[config.mk]
export PLATFORM = sky130hd
export DESIGN_NAME = sram_access_ctrl
export DESIGN_NICKNAME = d
export VERILOG_FILES = /design/src/rtl/sram_ctrl_pkg.sv /design/src/rtl/sram_ctrl_fifo.sv /design/src/rtl/sram_access_ctrl.sv
export SDC_FILE = /design/constraint.sdc
export NUM_CORES = 1
export LEC_CHECK = 0
export CAP_MARGIN = 0
export CORE_UTILIZATION = 50
export CTS_BUF_LIST = sky130_fd_sc_hd__clkbuf_2
export CTS_CLUSTER_SIZE = 12
export DETAILED_ROUTE_END_ITERATION = 7
export GPL_ROUTABILITY_DRIVEN = 0
export HOLD_SLACK_MARGIN = 0.05
export PLACE_DENSITY = 0.74
export SLEW_MARGIN = 40
export SYNTH_ARGS = -nofsm -noshare
export SYNTH_HDL_FRONTEND = slang
export SYNTH_SLANG_ARGS = --single-unit
[constraint.sdc]
create_clock -name driver_clk -period 11.8 [get_ports driver_clk]
set_input_delay 2.36 -clock driver_clk [delete_from_list [all_inputs] [get_ports driver_clk]]
set_output_delay 2.36 -clock driver_clk [all_outputs]
set_load 0.01 [all_outputs]
[src/rtl/sram_ctrl_pkg.sv]
// Shared widths and record types for the SRAM access controller.
// Requests carry {we, addr, wdata}; responses carry {addr, rdata}.
package sram_ctrl_pkg;

    localparam int ADDR_W = 3;
    localparam int DATA_W = 32;

    typedef struct packed {
        logic              we;
        logic [ADDR_W-1:0] addr;
        logic [DATA_W-1:0] wdata;
    } req_t;

    typedef struct packed {
        logic [ADDR_W-1:0] addr;
        logic [DATA_W-1:0] rdata;
    } rsp_t;

endpackage

[src/rtl/sram_ctrl_fifo.sv]
// Synchronous FIFO with occupancy count, used for both the request and response queues.
// Head is read combinationally; a push while full is accepted only if a pop happens in the same cycle.
module sram_ctrl_fifo #(
    parameter int  DEPTH = 4,
    parameter type T     = logic,
    localparam int PTR_W = $clog2(DEPTH),
    localparam int CNT_W = PTR_W + 1
) (
    input  logic             driver_clk,
    input  logic             resetn,
    input  logic             push,
    input  T                 push_data,
    input  logic             pop,
    output T                 head,
    output logic [CNT_W-1:0] count
);

    T                 mem_q [DEPTH];
    T                 mem_d [DEPTH];
    logic [PTR_W-1:0] wr_ptr_q, wr_ptr_d;
    logic [PTR_W-1:0] rd_ptr_q, rd_ptr_d;
    logic [CNT_W-1:0] count_q, count_d;
    logic             push_ok, pop_ok;

    always_comb begin
        pop_ok   = pop && (count_q != '0);
        push_ok  = push && ((count_q != CNT_W'(DEPTH)) || pop_ok);
        mem_d    = mem_q;
        wr_ptr_d = wr_ptr_q;
        rd_ptr_d = rd_ptr_q;
        count_d  = count_q;
        if (push_ok) begin
            mem_d[wr_ptr_q] = push_data;
            wr_ptr_d        = wr_ptr_q + PTR_W'(1);
        end
        if (pop_ok) begin
            rd_ptr_d = rd_ptr_q + PTR_W'(1);
        end
        case ({push_ok, pop_ok})
            2'b10:   count_d = count_q + CNT_W'(1);
            2'b01:   count_d = count_q - CNT_W'(1);
            default: count_d = count_q;
        endcase
    end

    always_ff @(posedge driver_clk or posedge resetn) begin
        if (resetn) begin
            mem_q    <= '{default: '0};
            wr_ptr_q <= '0;
            rd_ptr_q <= '0;
            count_q  <= '0;
        end else begin
            mem_q    <= mem_d;
            wr_ptr_q <= wr_ptr_d;
            rd_ptr_q <= rd_ptr_d;
            count_q  <= count_d;
        end
    end

    assign head  = mem_q[rd_ptr_q];
    assign count = count_q;

endmodule

[src/rtl/sram_access_ctrl.sv]
// Request-side controller for the 8x32 flop SRAM: queues client requests, issues one op per
// cycle in order, and returns read data through a 2-entry response FIFO guarded by a credit check.
module sram_access_ctrl
    import sram_ctrl_pkg::*;
#(
    parameter int REQ_DEPTH = 4
) (
    input  logic              driver_clk,
    input  logic              resetn,
    input  logic              req_valid,
    output logic              req_ready,
    input  logic              req_we,
    input  logic [ADDR_W-1:0] req_addr,
    input  logic [DATA_W-1:0] req_wdata,
    output logic              rsp_valid,
    input  logic              rsp_ready,
    output logic [ADDR_W-1:0] rsp_addr,
    output logic [DATA_W-1:0] rsp_rdata,
    output logic [ADDR_W-1:0] mem_add,
    output logic              mem_we,
    output logic [DATA_W-1:0] mem_wd,
    input  logic [DATA_W-1:0] mem_rd,
    output logic              busy
);

    localparam int REQ_CNT_W = $clog2(REQ_DEPTH) + 1;

    req_t                 req_push_data, req_head;
    rsp_t                 rsp_push_data, rsp_head;
    logic [REQ_CNT_W-1:0] req_count;
    logic [1:0]           rsp_count, rsp_left;
    logic                 req_push, rsp_pop, req_nonempty, credit_ok, issue;
    logic                 inflight_q, inflight_d;
    logic [ADDR_W-1:0]    inflight_addr_q, inflight_addr_d;

    assign req_ready     = (req_count != REQ_CNT_W'(REQ_DEPTH)) && !resetn;
    assign req_push      = req_valid && req_ready;
    assign req_push_data = '{we: req_we, addr: req_addr, wdata: req_wdata};
    assign req_nonempty  = (req_count != '0);

    assign rsp_valid = (rsp_count != 2'd0);
    assign rsp_pop   = rsp_valid && rsp_ready;
    assign rsp_addr  = rsp_valid ? rsp_head.addr : '0;
    assign rsp_rdata = rsp_valid ? rsp_head.rdata : '0;

    // A read may issue only if its response will find a free slot once the in-flight read lands.
    assign rsp_left  = rsp_count - {1'b0, rsp_pop};
    assign credit_ok = (rsp_left + {1'b0, inflight_q}) < 2'd2;
    assign issue     = req_nonempty && (req_head.we || credit_ok);

    assign mem_we  = issue && req_head.we;
    assign mem_add = req_nonempty ? req_head.addr : '0;
    assign mem_wd  = req_nonempty ? req_head.wdata : '0;

    assign rsp_push_data = '{addr: inflight_addr_q, rdata: mem_rd};
    assign busy          = req_nonempty || inflight_q || rsp_valid;

    always_comb begin
        inflight_d      = issue && !req_head.we;
        inflight_addr_d = inflight_d ? req_head.addr : inflight_addr_q;
    end

    always_ff @(posedge driver_clk or posedge resetn) begin
        if (resetn) begin
            inflight_q      <= 1'b0;
            inflight_addr_q <= '0;
        end else begin
            inflight_q      <= inflight_d;
            inflight_addr_q <= inflight_addr_d;
        end
    end

    sram_ctrl_fifo #(
        .DEPTH (REQ_DEPTH),
        .T     (req_t)
    ) u_req_fifo (
        .driver_clk (driver_clk),
        .resetn     (resetn),
        .push       (req_push),
        .push_data  (req_push_data),
        .pop        (issue),
        .head       (req_head),
        .count      (req_count)
    );

    sram_ctrl_fifo #(
        .DEPTH (2),
        .T     (rsp_t)
    ) u_rsp_fifo (
        .driver_clk (driver_clk),
        .resetn     (resetn),
        .push       (inflight_q),
        .push_data  (rsp_push_data),
        .pop        (rsp_pop),
        .head       (rsp_head),
        .count      (rsp_count)
    );

endmodule

Word level (Yosys, flattened, before mapping):

Cells that the tools add are included.

* register bits: 229
* input bits: 72

* $add $sub $neg: 10
* magnitude comparators: 7
* equality and inequality tests: 6
* mux-type cells: 18
* bitwise gates (word level): 4
* reduce and logical (&&, ||, !) cells: 23

Operators with widths (number)
* bitwise mux 144 bit: 1
* 2-to-1 mux 35 bit: 4
* 2-to-1 mux 36 bit: 3
* binary-select mux 36 bit (select 2 bit): 1
* demux 36 bit (select 2 bit): 1
* bitwise mux 70 bit: 1
* 2-to-1 mux 32 bit: 2
* demux 35 bit (select 1 bit): 1
* logical AND 1 bit: 12
* adder 2 x 1 -> 2 bit (second input constant): 3
* >= comparator 3 bit (second input constant): 2
* 2-to-1 mux 3 bit: 2
* NOT 2 -> 3 bit: 2
* case mux 3 bit (2 select lines): 1
* nonzero test 2 bit: 3
* logical OR 1 bit: 5
* == test 2 x 1 -> 1 bit (second input constant): 2
* == test 2 bit (second input constant): 2
* >= comparator 2 bit (second input constant): 2
* NOT 1 -> 2 bit: 2
* case mux 2 bit (2 select lines): 1
* adder 3 x 1 -> 3 bit (second input constant): 1
* less-than comparator 3 x 1 -> 1 bit (second input constant): 1
* != test 3 bit (second input constant): 1
* other kinds (10): 12

Logic depth before layout (Yosys ltp):

* depth after elaboration: 12
* depth in mapped cells: 14
* depth with buffers taken out: 13

Hierarchy:

From an unflattened synthesis, not the netlist that was laid out.

* cells, all modules: 692
* area, all modules: 10620.2 um2

By module, submodules not included
* sram_ctrl_fifo (u_req_fifo): times used 1, cells an instance 384, area an instance 6647.6 um2, sequential area each 3778.6 um2
* sram_ctrl_fifo (u_rsp_fifo): times used 1, cells an instance 203, area an instance 3241.9 um2, sequential area each 1851.8 um2
* sram_access_ctrl: times used 1, cells an instance 105, area an instance 730.7 um2, sequential area each 100.1 um2

Least setup slack after synthesis:

No wires, ideal clock.

* kind: input port to output port
* start point: in resetn
* end point: out req_ready
* arrival: 2.559 ns
* required time: 9.440 ns
* setup slack: 6.881 ns
* stages on the path: 1
* path buffers: 0
* path through: a21oi_1

* cells in the longest elaborated chain, start to end: 2

RTL lines
* start, declared: RTL line sram_access_ctrl.sv:9 `input logic resetn,`
* zero test 1 bit (no line)
* logical AND 1 bit: RTL line sram_access_ctrl.sv:36 `assign req_ready = (req_count != REQ_CNT_W'(REQ_DEPTH)) && !resetn;`
* end, declared: RTL line sram_access_ctrl.sv:11 `output logic req_ready,`

No other way between the ends.

Final worst setup path:

Ends and elaborated chain as after synthesis.

==> impl_metrics.toml <==
[floorplan]
die_x_um = 146
fp-row-count = 52
start_util_pct = 51.2
core_area_mm2 = 0.0203
die_h_um = 146
dieArea_mm2 = 0.0214
ios = 146

[synth]
ys_seq_area_share_pct = 55.1
synth-edff-count = 0
synth_top_area_cell = "dfrtp_1"
synthArstFlopShare_pct = 100
synth_flop_cell = "dfrtp_1"
synth_top_area_share_pct = 55.1
syn-cell-area_mm2 = 0.0104
syn_avg_cell_area_um2 = 15.2
ys_warn_count = 0
ys_ff_latch = 229
synth_cell_types = 28
synthTopCellsByArea = "dfrtp_1, mux2_2, mux4_2, mux2i_1, and2_1"
synthMostInstantiatedCell = "dfrtp_1"
syn-num-nets = 763
yosys-top-cells-count = "dfrtp_1, mux2_2, nor2_1"
synth_cells = 683

[sta]
slew_headroom_pct = 51.3
hold_viol = 0
skew_ns = 0.0245
fmaxAchievable_mhz = 163
timing.hold.ws_ns = 0.505
finalMaxSlewViolations = 0
finalWorstSetupSlack_ns = 5.66
fin_crit_sh_pct = 52.1
worst_pin_slew_ns = 0.731
fin_crit_ns = 6.14
rsz0062_at_grt = "no"
setup_viol_count_final = 0
fin_tns_setup_ns = 0

[critical_path]
worst_setup_path_startpoint = "resetn"
crit_type = "input pin to output pin"
r2r-start = "u_rsp_fifo.count[0]"
worst_path_max_delay_cell = "clkdlybuf4s50_1"
crit_chain = "clkdlybuf4s50_1 -> a21oi_1 -> clkdlybuf4s50_1"
cp-start-kind = "input pin"
max_stage_delay_ns = 0.65
required_ns = 9.44
endpoint_kind = "output pin"
crit_top_cell = "clkdlybuf4s50_1"
cp_max_fo = 3
arrival_ns = 3.78

[clock_network]
clk_path_buf_depth = 3
clk_pin_slew_ns = 0.08
cts_hold_buffers = 0
clockRootBuffer = "clkbuf_2"
clock_sinks = 229
cts_resized = 0
clock_latency_ns = 0.80
post_cts_buffers = 0
numCtsBuffers = 58
htree_levels = 2
cts_tree = "built"

[detailed_routing]
first_pass_iters = 4
drtAntennaViolNets = 0
vias_per_cell = 5.38
first_iter_violations = 268
vias = 6243
wire_per_inst_um = 18.7
routed_wirelength_um = 21700
drc = 0

[layout]
nets = 937
drive_gt1_share_pct = 40.7
n_fill_cell = 1605
area_growth_pct = 20.6

[grt]
grt_pass1_vias = 7106
antenna_found_initial = 1
gr-total-overflow = 0
grt_max_degree = 153
grt_pass1_wl_um = 36100
track_usage_pct = 21.3

[power_and_ir_drop]
pwr-share-comb_pct = 49.2
p_per_area_mw_per_mm2 = 305
power_frac_clock_pct = 12.7
p_leak_nw = 5.52
p_int_w = 0.00254
swShare_pct = 33.6
peakVddDrop_v = 0.000149
power_frac_seq_pct = 38.1
p_switching_w = 0.00129

[status]
status = "finished clean"

[placed_design]
port_buffers = 145
place_ws_ns = 5.71
hpwl_um = 13400

[min_path]
hold_path_class = "register to register"
hp-start = "u_req_fifo.mem_q[50]"

[job]
cap_viol_max_count = 0
## placed cells by master, fill, tap and decap left out, types with 3 or more instances in the layout
cell type,count
clkinv_1,3
nor2_1,38
and2_1,36
nand2_4,4
clkdlybuf4s50_1,145
xor2_1,4
dfrtp_1,226
mux2_2,217
clkbuf_2,88
inv_1,11
ha_1,7
mux4_2,36
buf_4,3
mux2i_1,36
xnor2_1,9
## cell type report
type | instances | area (um^2) | area share, %
Tap cell | 270 | 338 | 2.69
Sequential cell | 229 | 5740 | 45.8
Antenna cell | 1 | 2.50 | 0.0200
Timing Repair Buffer | 152 | 1550 | 12.4
Clock inverter | 4 | 16.3 | 0.130
Inverter | 12 | 61.3 | 0.489
Clock buffer | 88 | 440 | 3.51
Multi-Input combinational cell | 404 | 4390 | 35.0
## flip-flops by register name, summed over array words and instances (netlist names)
name                 flops
u_rsp_fifo.mem_q        70
u_req_fifo.mem_q       144
u_rsp_fifo.wr_ptr_q      1
inflight_q               1
u_rsp_fifo.count         2
u_rsp_fifo.rd_ptr_q      1
u_req_fifo.wr_ptr_q      2
u_req_fifo.count         3
inflight_addr_q          3
u_req_fifo.rd_ptr_q      2
## power by group through the flow
stage               combinational, W  sequential (W)  clock (W)
detailed placement           0.00190         0.00148          0
global route                 0.00203         0.00151   0.000549
CTS                          0.00191         0.00146   0.000509
global placement             0.00183         0.00143          0
finish                       0.00188         0.00146   0.000486
floorplan                    0.00127         0.00133          0
## layer usage
metal  track usage [%]  routed length [um]  vias up
met5                 0                   0        -
met4              6.46                 373        0
met3              6.00                1320       36
met2              36.4               10900      161
met1              26.3                9110     3226
li1                  -                   -     2820
## final timing paths
kind                                   endpoint  depth (start not counted)  slack [ns]
setup / recovery                      req_ready                          3        5.66
hold / removal             u_req_fifo.mem_q[50]                          1        0.51
setup reg to reg            u_req_fifo.count[2]                         14        8.59
hold reg to reg            u_req_fifo.mem_q[50]                          1        0.51
max in group asynchronous  u_req_fifo.mem_q[20]                          3        8.30
min in group asynchronous  u_rsp_fifo.mem_q[42]                          2        2.22
## worst max-delay path, delay by kind of cell
kind	cells	cell delay, ns
compound gates	1	0.22
buf+inv	2	1.21
## per-stage QoR
| stage | power (W) | area (um^2) | utilization, % | std cells |
|---|---|---|---|---|
| 6_report | 0.00383 | 12500 | 61.8 | 1160 |
| 4_1_cts | 0.00388 | 12500 | 61.7 | 1159 |
| 3_3_place_gp | 0.00326 | 12000 | 59.0 | 1065 |
| 3_5_place_dp | 0.00338 | 12100 | 59.5 | 1067 |
| 2_1_floorplan | 0.00260 | 10400 | - | 683 |
| 5_1_grt | 0.00409 | 12500 | 61.8 | 1159 |
## cells by family after synthesis
kind of cell	synth area share, %
xor+xnor	1.10
mux	34.8
simple gates	4.32
buf+inv	3.00
flops	55.1
fa+ha+maj	1.04
compound gates	0.638
(Power assumes the default switching activity.)
